--- src/rtl/cassette_rec_if.sv ---
// Tape image RAM write port: byte address, data and a one-cycle write strobe.
interface cassette_rec_if;
  logic [15:0] mem_addr;
  logic [7:0]  mem_data;
  logic        mem_wr;

  modport master (output mem_addr, mem_data, mem_wr);
  modport slave  (input  mem_addr, mem_data, mem_wr);
endinterface

--- src/rtl/cassette_rec.sv ---
// Cassette capture decoder: flux period -> ZERO/ONE/GAP bits -> LSB-first bytes -> tape RAM.
// Optional glitch filter on the synchronised flux level: define CASSETTE_REC_FILTER_EN.
module cassette_rec #(
  parameter int MIN_LEADER = 356,
  parameter int T_MIN      = 2000,
  parameter int T_ONE      = 12500,
  parameter int T_GAP      = 20617,
  parameter int T_OUT      = 32767
) (
  input  logic           clk,
  input  logic           rst_n,
  input  logic           arm,
  input  logic           abort,
  input  logic           flux,
  cassette_rec_if.master mem,
  output logic [15:0]    tape_end,
  output logic           busy,
  output logic           done,
  output logic           err
);
  localparam logic [15:0] TMIN = 16'(T_MIN);
  localparam logic [15:0] TONE = 16'(T_ONE);
  localparam logic [15:0] TGAP = 16'(T_GAP);
  localparam logic [15:0] TOUT = 16'(T_OUT);
  localparam logic [9:0]  LMIN = 10'(MIN_LEADER);

  typedef enum logic [1:0] {S_IDLE, S_LEADER, S_DATA, S_DONE} state_t;
  state_t state_q, state_nx;

  logic        flux_s1, flux_s2, flux_lvl, flux_d;
  logic        arm_q, abort_q;
  logic [15:0] per_cnt;
  logic        first_pend;
  logic [9:0]  lead_cnt;
  logic [2:0]  bit_idx;
  logic [7:0]  byte_q, byte_nx;
  logic        wr_q;
  logic [7:0]  data_q;
  logic [15:0] addr_q;
  logic        full, wrote_any;

  always_ff @(posedge clk or negedge rst_n)
    if (!rst_n) {flux_s1, flux_s2} <= 2'b00;
    else        {flux_s1, flux_s2} <= {flux, flux_s1};

`ifdef CASSETTE_REC_FILTER_EN
  // Level only follows the line after 16 consecutive agreeing samples.
  logic [3:0] flt_cnt;
  always_ff @(posedge clk or negedge rst_n)
    if (!rst_n) begin
      flt_cnt  <= '0;
      flux_lvl <= 1'b0;
    end else if (flux_s2 == flux_lvl) begin
      flt_cnt  <= '0;
    end else if (flt_cnt == 4'd15) begin
      flt_cnt  <= '0;
      flux_lvl <= flux_s2;
    end else begin
      flt_cnt  <= flt_cnt + 4'd1;
    end
`else
  assign flux_lvl = flux_s2;
`endif

  always_ff @(posedge clk or negedge rst_n)
    if (!rst_n) {flux_d, arm_q, abort_q} <= 3'b000;
    else        {flux_d, arm_q, abort_q} <= {flux_lvl, arm, abort};

  logic rise, arm_rise, abort_rise, sat, cls_v, is_gap, is_one, reload;
  assign rise       = flux_lvl & ~flux_d;
  assign arm_rise   = arm & ~arm_q;
  assign abort_rise = abort & ~abort_q;
  assign sat        = (per_cnt == TOUT);
  assign cls_v      = rise && (per_cnt >= TMIN);
  assign is_gap     = (per_cnt >= TGAP);
  assign is_one     = (per_cnt >= TONE);
  // Glitch edges inside T_MIN leave the period running; the first edge of a leader always restarts it.
  assign reload     = rise && (first_pend || per_cnt >= TMIN);

  always_ff @(posedge clk or negedge rst_n)
    if (!rst_n)       per_cnt <= '0;
    else if (reload)  per_cnt <= 16'd1;
    else if (!sat)    per_cnt <= per_cnt + 16'd1;

  logic start, lead_inc, lead_clr, first_clr, first_set, bit_v, drop_part, set_err;

  always_ff @(posedge clk or negedge rst_n)
    if (!rst_n) state_q <= S_IDLE;
    else        state_q <= state_nx;

  always_comb begin
    state_nx  = state_q;
    start     = 1'b0;
    lead_inc  = 1'b0;
    lead_clr  = 1'b0;
    first_clr = 1'b0;
    first_set = 1'b0;
    bit_v     = 1'b0;
    drop_part = 1'b0;
    set_err   = 1'b0;
    if (abort_rise) begin
      state_nx = S_IDLE;
    end else if (arm_rise) begin
      state_nx = S_LEADER;
      start    = 1'b1;
    end else begin
      unique case (state_q)
        S_LEADER:
          if (rise && first_pend) begin
            first_clr = 1'b1;
          end else if (sat) begin
            lead_clr  = 1'b1;
            first_set = 1'b1;
          end else if (cls_v) begin
            if (is_gap)                  lead_inc = 1'b1;
            else if (lead_cnt >= LMIN) begin
              state_nx = S_DATA;
              bit_v    = 1'b1;
            end else                     lead_clr = 1'b1;
          end
        S_DATA:
          if (sat) begin
            state_nx = S_DONE;
            set_err  = (bit_idx != 3'd0) || !wrote_any;
          end else if (cls_v) begin
            if (!is_gap)                 bit_v     = 1'b1;
            else if (bit_idx != 3'd0)    drop_part = 1'b1;
          end
        default: ;
      endcase
    end
  end

  always_comb begin
    byte_nx          = byte_q;
    byte_nx[bit_idx] = is_one;
  end

  always_ff @(posedge clk or negedge rst_n)
    if (!rst_n) begin
      lead_cnt   <= '0;
      first_pend <= 1'b0;
      bit_idx    <= '0;
      byte_q     <= '0;
      wr_q       <= 1'b0;
      data_q     <= '0;
      addr_q     <= '0;
      tape_end   <= '0;
      full       <= 1'b0;
      wrote_any  <= 1'b0;
      err        <= 1'b0;
    end else begin
      wr_q <= 1'b0;
      // Address bookkeeping trails the strobe so mem_addr is stable while mem_wr is high.
      if (wr_q) begin
        tape_end  <= addr_q;
        wrote_any <= 1'b1;
        if (addr_q == 16'hFFFF) full   <= 1'b1;
        else                    addr_q <= addr_q + 16'd1;
      end
      if (lead_clr)                             lead_cnt <= '0;
      else if (lead_inc && lead_cnt != 10'h3FF) lead_cnt <= lead_cnt + 10'd1;
      if (first_clr)      first_pend <= 1'b0;
      else if (first_set) first_pend <= 1'b1;
      if (set_err) err <= 1'b1;
      if (drop_part) begin
        bit_idx <= '0;
        err     <= 1'b1;
      end
      if (bit_v) begin
        byte_q  <= byte_nx;
        bit_idx <= bit_idx + 3'd1;
        if (bit_idx == 3'd7) begin
          if (full) err <= 1'b1;
          else begin
            wr_q   <= 1'b1;
            data_q <= byte_nx;
          end
        end
      end
      if (start) begin
        lead_cnt   <= '0;
        first_pend <= 1'b1;
        bit_idx    <= '0;
        addr_q     <= '0;
        tape_end   <= '0;
        full       <= 1'b0;
        wrote_any  <= 1'b0;
        err        <= 1'b0;
      end
    end

  always_ff @(posedge clk or negedge rst_n)
    if (!rst_n) begin
      busy <= 1'b0;
      done <= 1'b0;
    end else begin
      busy <= (state_q == S_LEADER) || (state_q == S_DATA);
      done <= (state_q == S_DONE);
    end

  assign mem.mem_addr = addr_q;
  assign mem.mem_data = data_q;
  assign mem.mem_wr   = wr_q;
endmodule
--- src/flat_wrapper.sv ---
// flat-port wrapper written by rule: the top's interface ports become plain ports
module cassette_rec_flat 
#(
  parameter int MIN_LEADER = 356,
  parameter int T_MIN      = 2000,
  parameter int T_ONE      = 12500,
  parameter int T_GAP      = 20617,
  parameter int T_OUT      = 32767
)
  (clk, rst_n, arm, abort, flux, tape_end, busy, done, err, mem_mem_addr, mem_mem_data, mem_mem_wr);
  cassette_rec_if mem_i ();
  input  logic clk;
  input  logic rst_n;
  input  logic arm;
  input  logic abort;
  input  logic flux;
  output logic [15:0] tape_end;
  output logic busy;
  output logic done;
  output logic err;
  output wire logic [$bits(mem_i.mem_addr)-1:0] mem_mem_addr;
  output wire logic [$bits(mem_i.mem_data)-1:0] mem_mem_data;
  output wire logic [$bits(mem_i.mem_wr)-1:0] mem_mem_wr;
  assign mem_mem_addr = mem_i.mem_addr;
  assign mem_mem_data = mem_i.mem_data;
  assign mem_mem_wr = mem_i.mem_wr;
  cassette_rec #(.MIN_LEADER(MIN_LEADER), .T_MIN(T_MIN), .T_ONE(T_ONE), .T_GAP(T_GAP), .T_OUT(T_OUT)) u_core (.clk(clk), .rst_n(rst_n), .arm(arm), .abort(abort), .flux(flux), .mem(mem_i), .tape_end(tape_end), .busy(busy), .done(done), .err(err));
endmodule
--- config.mk ---
export PLATFORM = sky130hd
export DESIGN_NAME = cassette_rec_flat
export DESIGN_NICKNAME = d
export VERILOG_FILES = /design/src/rtl/cassette_rec_if.sv /design/src/rtl/cassette_rec.sv /design/src/flat_wrapper.sv
export SDC_FILE = /design/constraint.sdc
export NUM_CORES = 1
export LEC_CHECK = 0
export CORE_MARGIN = 4
export CORE_UTILIZATION = 53
export DETAILED_ROUTE_END_ITERATION = 12
export PLACE_DENSITY = 0.75
export SYNTH_ARGS = -nofsm -noshare
export SYNTH_HDL_FRONTEND = slang
export SYNTH_SLANG_ARGS = --single-unit
--- constraint.sdc ---
create_clock -name clk -period 3.7 [get_ports clk]
set_clock_uncertainty 0.1 [all_clocks]
set_input_delay 0.74 -clock clk [delete_from_list [all_inputs] [get_ports clk]]
set_output_delay 0.74 -clock clk [all_outputs]
set_load 0.02 [all_outputs]
==> results.py, run 1 <==
metrics = {
    "cells_and_area": {
        "layout_common_cells": "91 x dfrtp_1, 62 x nor2_1, 47 x clkdlybuf4s50_1, 25 x nand3_1, 25 x nand2_1",
        "n_antenna_cell": 0,
        "fin_cells": 614,
        "num-nets-final": 522,
        "layout_commonest_cell": "dfrtp_1",
        "final_layout_size_suffix_gt1_frac": 0.104,
        "nFillCells": 680,
        "area_growth_pct": 17.4,
    },
    "worst_setup_path": {
        "cp.required_ns": 3.84,
        "setup.worst_path.end_class": "register",
        "critical_path_class": "register to register",
        "slowest_delay_ns": 0.58,
        "reg2reg_to": "u_core.mem.mem_data[0]",
        "slowest_stage": "nor4b_4",
        "crit_fanout": 9,
        "reg2reg_depth": 8,
        "path_cells": "inv_1 -> ha_1 -> or3b_2 -> a211oi_1 -> o21ai_1 -> or3_1 -> nor4b_4 -> mux2_2",
        "ff2ff_setup_slack_ns": 0.44,
        "start_kind": "register",
        "worstPathArrival_ns": 3.41,
        "reg2reg_from": "u_core.per_cnt[0]",
    },
    "pwr": {
        "combPwrFrac": 0.136,
        "seqPwrFrac": 0.545,
        "ir_worst_vdd_mv": 0.210,
        "swShare": 0.289,
        "p_int_w": 0.00141,
        "clockPowerShare": 0.318,
        "p_leak_nw": 2.34,
        "power_switching_w": 0.000573,
        "powerDensity_nw_per_um2": 369,
    },
    "timing": {
        "slew_headroom": 0.359,
        "layout_min_cycle_time_ns": 3.26,
        "setup_viol": 0,
        "worst_pin_slew_ns": 0.953,
        "setup-tns-final_ns": 0,
        "maxSlewViolCount": 0,
        "max_freq_mhz": 306,
        "min_period_over_period": 0.882,
        "rsz0062_at_grt": "no",
        "hold_violations": 0,
    },
    "route": {
        "wl_met1_mm": 4.44,
        "via_per_inst": 5.76,
        "met3_length_um": 384,
        "postRouteAntennaNets": 0,
        "top_layer_used": "met4",
        "drc": 0,
        "detail_route.wl_per_cell_um": 15.7,
        "dr_total_vias": 3539,
        "drtPass1Iterations": 5,
        "drt_iter0_drc": 167,
        "wl_met2_mm": 4.69,
        "drt-total-wl_mm": 9.64,
    },
    "placed_design": {
        "place.gp.congestion": 0.907,
        "port_buffers": 48,
        "dp_cells": 598,
        "place_hpwl_mm": 6.60,
    },
    "yosys": {
        "synth_nets": 473,
        "yosysWarningCount": 0,
        "avgSynthCellArea_um2": 10.1,
        "synth-seq-area-share": 0.497,
        "ys.flop_type": "dfrtp_1",
        "syn_inst": 455,
        "async_flop_share": 1.00,
        "synth_edf_count": 0,
        "synth-seq-cells": 91,
        "syn_area_um2": 4580,
        "ys_types": 49,
    },
    "flow_run": {
        "maxCapViolCount": 0,
    },
    "floorplan": {
        "fp.dieW_um": 101,
        "boundaryPins": 49,
        "die_height_um": 101,
        "fp.dieArea_um2": 10200,
        "initial_core_util": 0.552,
        "num_rows": 33,
        "core_area_um2": 8300,
    },
    "clocking": {
        "clock_latency_ns": 0.36,
        "htreeDepth": 3,
        "numCtsBuffers": 9,
        "hold_buffers": 0,
        "cts_setup_buffers": 0,
        "cts_tree": "done",
        "cts_sinks": 91,
        "clk_pin_slew_ns": 0.09,
        "clock-root-buffer": "clkbuf_8",
        "clockBufferDepth": 2,
        "cts_resized": 0,
    },
    "global_route": {
        "grt_overflow": 0,
        "antenna_found_initial": 0,
        "grt_max_degree": 92,
        "grt_use_total": 0.203,
        "grt_pass1_wl_mm": 16.9,
        "grt_pass1_vias": 3512,
    },
    "min_path": {
        "hold_depth": 0,
        "holdPathEnd": "u_core.flux_lvl",
        "hp-class": "register to register",
        "min_from": "u_core.flux_s1",
    },
    "run_status": {
        "outcome": "complete, no violations",
    },
}
critical path, delay by kind of cell (launching register included):
kind	cells	cell delay (ns)
simple gates	3	1.49
compound gates	2	0.45
flops	1	0.44
mux	1	0.40
fa+ha+maj	1	0.15
buf+inv	1	0.13
power by group through the flow:
stage | Combinational, W | Sequential, W | Clock (W)
2_1_floorplan | 0.000171 | 0.00110 | 0
5_1_grt | 0.000308 | 0.00109 | 0.000691
4_1_cts | 0.000273 | 0.00108 | 0.000653
3_5_place_dp | 0.000270 | 0.00110 | 0
3_3_place_gp | 0.000259 | 0.00110 | 0
6_report | 0.000271 | 0.00108 | 0.000632
sequential cells by signal (all words and copies together) (netlist names), 2 cells and up:
name                 flops
u_core.mem.mem_addr     16
u_core.per_cnt          16
u_core.tape_end         16
u_core.lead_cnt         10
u_core.byte_q            8
u_core.mem.mem_data      8
u_core.bit_idx           3
u_core.state_q           2
metal layers:
| layer | vias to the layer above | GRT usage |
|---|---|---|
| met3 | 11 | 0.0464 |
| met1 | 1745 | 0.276 |
| met5 | - | 0 |
| met2 | 65 | 0.326 |
| li1 | 1718 | - |
| met4 | 0 | 0.0624 |
cells in the mapped netlist (2+ instances only):
master	number	area, um^2
a211oi_1	4	30.0
a21oi_1	17	85.1
a31oi_1	6	37.5
a41oi_1	2	17.5
and3_1	12	75.1
and4_1	2	17.5
clkbuf_1	15	56.3
dfrtp_1	91	2280
ha_1	13	163
inv_1	17	63.8
mux2_2	24	270
mux2i_1	20	200
nand2_1	25	93.8
nand2b_1	4	25.0
nand3_1	25	125
nand4_1	12	75.1
nor2_1	63	236
nor2b_1	4	25.0
nor3_1	14	70.1
nor3b_1	2	15.0
nor4_1	4	25.0
o211ai_1	3	22.5
o21ai_0	13	65.1
o21ai_1	2	10.0
o31ai_1	3	22.5
o41ai_1	2	17.5
or3_1	14	87.6
xnor2_1	11	96.3
xor2_1	11	96.3
worst max-delay path by stage:
stage                        endpoint  cells after the start         startpoint  slack [ns]
6_report       u_core.mem.mem_data[0]                      8  u_core.per_cnt[0]        0.44
5_1_grt        u_core.mem.mem_data[4]                      8  u_core.per_cnt[0]        0.24
4_1_cts        u_core.mem.mem_data[0]                      8  u_core.per_cnt[0]        0.40
3_5_place_dp   u_core.mem.mem_data[0]                      8  u_core.per_cnt[0]        0.41
3_3_place_gp   u_core.mem.mem_data[2]                      8  u_core.per_cnt[0]        0.51
2_1_floorplan  u_core.mem.mem_data[0]                      9  u_core.per_cnt[0]        0.70
stage by stage:
step	hold WS, ns	area (um^2)	util	worst slack (ns)	power (W)
6_report	0.266	5380	0.648	0.437	0.00198
5_1_grt	0.281	5380	0.648	0.235	0.00209
4_1_cts	0.270	5380	0.648	0.399	0.00201
3_5_place_dp	0.247	5190	0.626	0.415	0.00137
3_3_place_gp	0.232	5190	0.626	0.513	0.00136
2_1_floorplan	0.231	4580	-	0.698	0.00127
cell families after synthesis:
kind of cell             count (synthesis)  share of synthesized area
AO/OA/AOI/OAI                           62                     0.0866
adder cells (fa/ha/maj)                 13                     0.0355
AND/OR/NAND/NOR                        189                      0.208
flip-flops                              91                      0.497
buffers and inverters                   34                     0.0284
multiplexers                            44                      0.103
XOR/XNOR                                22                     0.0421
final cells by class:
cell class              instances  area, um^2  area share
flip-flops and latches         91        2280       0.424
multi-input cells             330        2180       0.405
repair buffers                 55         543       0.101
clock buffers                  10         138      0.0256
well taps                     105         131      0.0244
inverters                      17        63.8      0.0119
clock inverters                 6        47.5     0.00884
Power figures use the tool's default switching activity.
==> inputs of run 2 (changes only) <==
Settings changed: RECOVER_POWER from default to 50.
==> results.py, run 2 (synthesis gave the netlist of run 1 again) <==
metrics = {
    "floorplan": {
        "initial_core_util": 0.552,
        "fp.dieArea_um2": 10200,
        "core_area_um2": 8300,
        "num_rows": 33,
        "die_height_um": 101,
        "boundaryPins": 49,
        "fp.dieW_um": 101,
    },
    "timing": {
        "min_period_over_period": 0.882,
        "setup-tns-final_ns": 0,
        "setup_ws_ns": 0.435,
        "worst_pin_slew_ns": 2.20,
        "slew_headroom": -0.466,
        "hold_violations": 0,
        "setup_viol": 0,
        "max_freq_mhz": 306,
        "layout_min_cycle_time_ns": 3.27,
        "maxSlewViolCount": 92,
        "rsz0062_at_grt": "no",
    },
    "run_status": {
        "violations": "max-capacitance violations, max-slew violations",
        "outcome": "complete, but fails checks",
    },
    "pwr": {
        "p_leak_nw": 2.33,
        "powerDensity_nw_per_um2": 370,
        "power_w": 0.00198,
        "ir_worst_vdd_mv": 0.206,
    },
    "placed_design": {
        "pre_cts_ws_ns": 0.415,
        "place.gp.congestion": 0.907,
        "port_buffers": 48,
        "postPlaceCellArea_um2": 5190,
        "place_hpwl_mm": 6.60,
    },
    "flow_run": {
        "maxCapViolCount": 1,
    },
    "cells_and_area": {
        "final_cell_area_um2": 5360,
        "num-nets-final": 522,
        "layout_commonest_cell": "dfrtp_1",
        "layout_common_cells": "91 x dfrtp_1, 63 x nor2_1, 44 x clkdlybuf4s50_1, 25 x nand3_1, 25 x nand2_1",
        "area_growth_pct": 16.9,
        "final_layout_size_suffix_gt1_frac": 0.100,
        "n_antenna_cell": 0,
    },
    "route": {
        "postRouteAntennaNets": 0,
        "drt_iter0_drc": 173,
        "dr_total_vias": 3549,
        "drc": 0,
        "drtPass1Iterations": 4,
        "drt-total-wl_mm": 9.63,
        "detail_route.wl_per_cell_um": 15.7,
        "via_per_inst": 5.78,
    },
    "clocking": {
        "clk_pin_slew_ns": 0.09,
        "numCtsBuffers": 9,
        "cts_resized": 0,
        "htreeDepth": 3,
        "clock_latency_ns": 0.36,
        "cts_setup_buffers": 0,
        "cts_sinks": 91,
        "cts_tree": "done",
        "hold_buffers": 0,
        "clockBufferDepth": 2,
        "clock-root-buffer": "clkbuf_8",
    },
    "worst_setup_path": {
        "slowest_delay_ns": 0.58,
        "critical-path-top-delay-family": "simple AND/OR/NAND/NOR gates",
        "worstPathArrival_ns": 3.41,
        "crit_fanout": 9,
        "slowest_stage": "nor4b_4",
        "setup.worst_path.end_class": "register",
        "path_cells": "inv_1 -> ha_1 -> or3b_2 -> a211oi_1 -> o21ai_1 -> or3_1 -> nor4b_4 -> mux2_2",
        "cp.required_ns": 3.84,
        "start_kind": "register",
        "cp.buffers_inverters": 1,
        "critical_path_class": "register to register",
    },
    "global_route": {
        "grt_max_degree": 92,
        "grt_use_total": 0.203,
        "grt_overflow": 0,
        "grt_pass1_vias": 3512,
        "grt_pass1_wl_mm": 16.9,
        "antenna_found_initial": 0,
    },
    "min_path": {
        "hp-class": "register to register",
    },
}
## run 2: cell count changes in the layout (fill, tap and decap cells not counted)
cell             before  now
buf_12                1    0
buf_4                 7    5
clkbuf_1              0    1
clkbuf_2              0    1
clkbuf_4              0    1
clkdlybuf4s50_1      47   44
dlygate4sd3_1         0    3
nor2_1               62   63
nor2_2                1    0
## run 2: worst paths after layout
| check | slack, ns | endpoint | start | cells past startpoint |
|---|---|---|---|---|
| worst max-delay path | 0.43 | u_core.mem.mem_data[4] | u_core.per_cnt[0] | 8 |
| worst min-delay path | 0.26 | u_core.flux_lvl | u_core.flux_s1 | 0 |
| worst max register to register | 0.43 | u_core.mem.mem_data[4] | u_core.per_cnt[0] | 8 |
| worst min register to register | 0.26 | u_core.flux_lvl | u_core.flux_s1 | 0 |
| max in group asynchronous | 1.18 | u_core.tape_end[13] | rst_n | 2 |
| min in group asynchronous | 1.04 | u_core.per_cnt[8] | rst_n | 2 |
## run 2: routing by layer
layer / vias up / share of wire / global-route usage
li1: 1719 / - / -
met1: 1762 / 0.46 / 0.276
met2: 54 / 0.49 / 0.326
met3: 14 / 0.038 / 0.0464
met4: 0 / 0.015 / 0.0624
met5: - / 0 / 0
## run 2: final cells by class
type | instances | area, um^2
multi-input combinational | 330 | 2170
timing repair buffer | 55 | 524
sequential | 91 | 2280
tap | 105 | 131
inverter | 17 | 63.8
clock buffer | 10 | 138
clock inverter | 6 | 47.5
fill | 683 | 2940
## run 2: report_power, final
group	leakage (nW)	switching (W)	total (W)	internal [W]
Combinational	0.995	0.000165	0.000267	0.000101
Sequential	1.24	0.0000447	0.00108	0.00104
Clock	0.0933	0.000363	0.000632	0.000269
## run 2: metrics by stage
stage / util / hold WS, ns / instances
after floorplan: - / 0.231 / 455
after global placement: 0.626 / 0.232 / 598
after detailed placement: 0.626 / 0.247 / 598
after CTS: 0.648 / 0.270 / 614
after global routing: 0.645 / 0.281 / 614
final: 0.645 / 0.265 / 614
==> inputs of run 3 (changes only) <==
==> constraint.sdc (replaced) <==
create_clock -name clk -period 3.7 [get_ports clk]
set_clock_uncertainty 0.1 [all_clocks]
set_input_delay 0.74 -clock clk [delete_from_list [all_inputs] [get_ports clk]]
set_output_delay 0.74 -clock clk [all_outputs]
set_load 0.005 [all_outputs]
==> results.py, run 3 (synthesis gave the netlist of run 1 again) <==
metrics = {
    "timing": {
        "setup_ws_ns": 0.424,
        "setup-tns-final_ns": 0,
        "setup_viol": 0,
        "worst_pin_slew_ns": 1.78,
        "min_period_over_period": 0.886,
        "maxSlewViolCount": 74,
        "hold_violations": 0,
        "rsz0062_at_grt": "no",
        "layout_min_cycle_time_ns": 3.28,
        "max_freq_mhz": 305,
        "slew_headroom": -0.186,
    },
    "global_route": {
        "antenna_found_initial": 0,
        "grt_pass1_vias": 3526,
        "grt_use_total": 0.198,
        "grt_max_degree": 74,
        "grt_pass1_wl_mm": 16.5,
        "grt_overflow": 0,
    },
    "pwr": {
        "power_switching_w": 0.000545,
        "ir_worst_vdd_mv": 0.216,
        "p_leak_nw": 2.35,
        "swShare": 0.262,
        "powerDensity_nw_per_um2": 386,
        "clockPowerShare": 0.361,
        "seqPwrFrac": 0.519,
        "p_int_w": 0.00154,
        "combPwrFrac": 0.120,
    },
    "cells_and_area": {
        "final_layout_size_suffix_gt1_frac": 0.100,
        "layout_commonest_cell": "dfrtp_1",
        "area_growth_pct": 17.8,
        "n_antenna_cell": 0,
        "num-nets-final": 523,
        "layout_common_cells": "91 x dfrtp_1, 62 x nor2_1, 44 x clkdlybuf4s50_1, 25 x nand3_1, 25 x nand2_1",
    },
    "floorplan": {
        "boundaryPins": 49,
        "fp.dieArea_um2": 10200,
        "fp.dieW_um": 101,
        "num_rows": 33,
        "die_height_um": 101,
        "core_area_um2": 8300,
        "initial_core_util": 0.552,
    },
    "worst_setup_path": {
        "critical_path_class": "register to register",
        "crit_start": "u_core.per_cnt[0]",
        "setup.worst_path.end_class": "register",
        "crit_fanout": 9,
        "reg2reg_from": "u_core.per_cnt[0]",
        "cp.required_ns": 3.84,
        "start_kind": "register",
        "worstPathArrival_ns": 3.41,
    },
    "route": {
        "drtPass1Iterations": 4,
        "drt-total-wl_mm": 9.43,
        "detail_route.wl_per_cell_um": 15.3,
        "postRouteAntennaNets": 0,
        "dr_total_vias": 3540,
        "via_per_inst": 5.76,
        "drt_iter0_drc": 161,
        "drc": 0,
    },
    "placed_design": {
        "pre_cts_ws_ns": 0.434,
        "place_hpwl_mm": 6.50,
        "place.gp.congestion": 0.913,
        "port_buffers": 48,
    },
    "clocking": {
        "cts_setup_buffers": 0,
        "numCtsBuffers": 9,
        "hold_buffers": 0,
        "htreeDepth": 3,
        "clockBufferDepth": 2,
        "cts_tree": "done",
        "clk_pin_slew_ns": 0.09,
        "cts_resized": 0,
        "clock-root-buffer": "clkbuf_8",
        "clock_latency_ns": 0.35,
        "cts_sinks": 91,
    },
    "min_path": {
        "hp-class": "register to register",
        "min_from": "u_core.flux_s1",
    },
    "run_status": {
        "outcome": "complete, but fails checks",
        "violations": "max-capacitance violations, max-slew violations",
    },
    "flow_run": {
        "maxCapViolCount": 1,
    },
}
[run 3: worst paths after layout]
path | endpoint | slack, ns | cells after the start
min in group asynchronous | u_core.per_cnt[8] | 0.74 | 1
max | u_core.mem.mem_data[0] | 0.42 | 8
max reg2reg | u_core.mem.mem_data[0] | 0.42 | 8
max in group asynchronous | u_core.tape_end[6] | 1.52 | 2
min | u_core.flux_lvl | 0.25 | 0
min reg2reg | u_core.flux_lvl | 0.25 | 0
[run 3: final cells by class]
cell class / count / area, um^2
Fill cell: 646 / 2900
Multi-Input combinational cell: 330 / 2180
Sequential cell: 91 / 2280
Timing Repair Buffer: 56 / 524
Inverter: 17 / 63.8
Tap cell: 105 / 131
Clock inverter: 6 / 87.6
Clock buffer: 10 / 138
[run 3: power by group through the flow]
stage | Sequential (W) | Combinational [W] | Clock (W)
after CTS | 0.00108 | 0.000255 | 0.000774
after detailed placement | 0.00110 | 0.000253 | 0
after floorplan | 0.00109 | 0.000171 | 0
after global routing | 0.00109 | 0.000286 | 0.000828
after global placement | 0.00110 | 0.000248 | 0
final | 0.00108 | 0.000251 | 0.000751
[run 3: per-layer routing]
metal  part of all wire  track usage
met5                  0            0
met4             0.0082       0.0542
met3              0.044       0.0505
met2               0.48        0.311
met1               0.47        0.275
[run 3: stage by stage]
| stage | instance area (um^2) | hold WS [ns] | utilization | total power, W | cells |
|---|---|---|---|---|---|
| 2_1_floorplan | 4580 | 0.231 | - | 0.00126 | 455 |
| 3_3_place_gp | 5190 | 0.232 | 0.625 | 0.00135 | 599 |
| 3_5_place_dp | 5190 | 0.235 | 0.625 | 0.00135 | 599 |
| 4_1_cts | 5410 | 0.255 | 0.652 | 0.00211 | 615 |
| 5_1_grt | 5400 | 0.273 | 0.650 | 0.00221 | 615 |
| 6_report | 5400 | 0.253 | 0.650 | 0.00208 | 615 |
[run 3: critical path, stage by stage (launching register included)]
cell	delay, ns
dfrtp_1	0.43
inv_1	0.13
ha_1	0.15
or3b_2	0.43
a211oi_1	0.24
o21ai_1	0.20
or3_1	0.47
nor4b_4	0.61
mux2_2	0.40
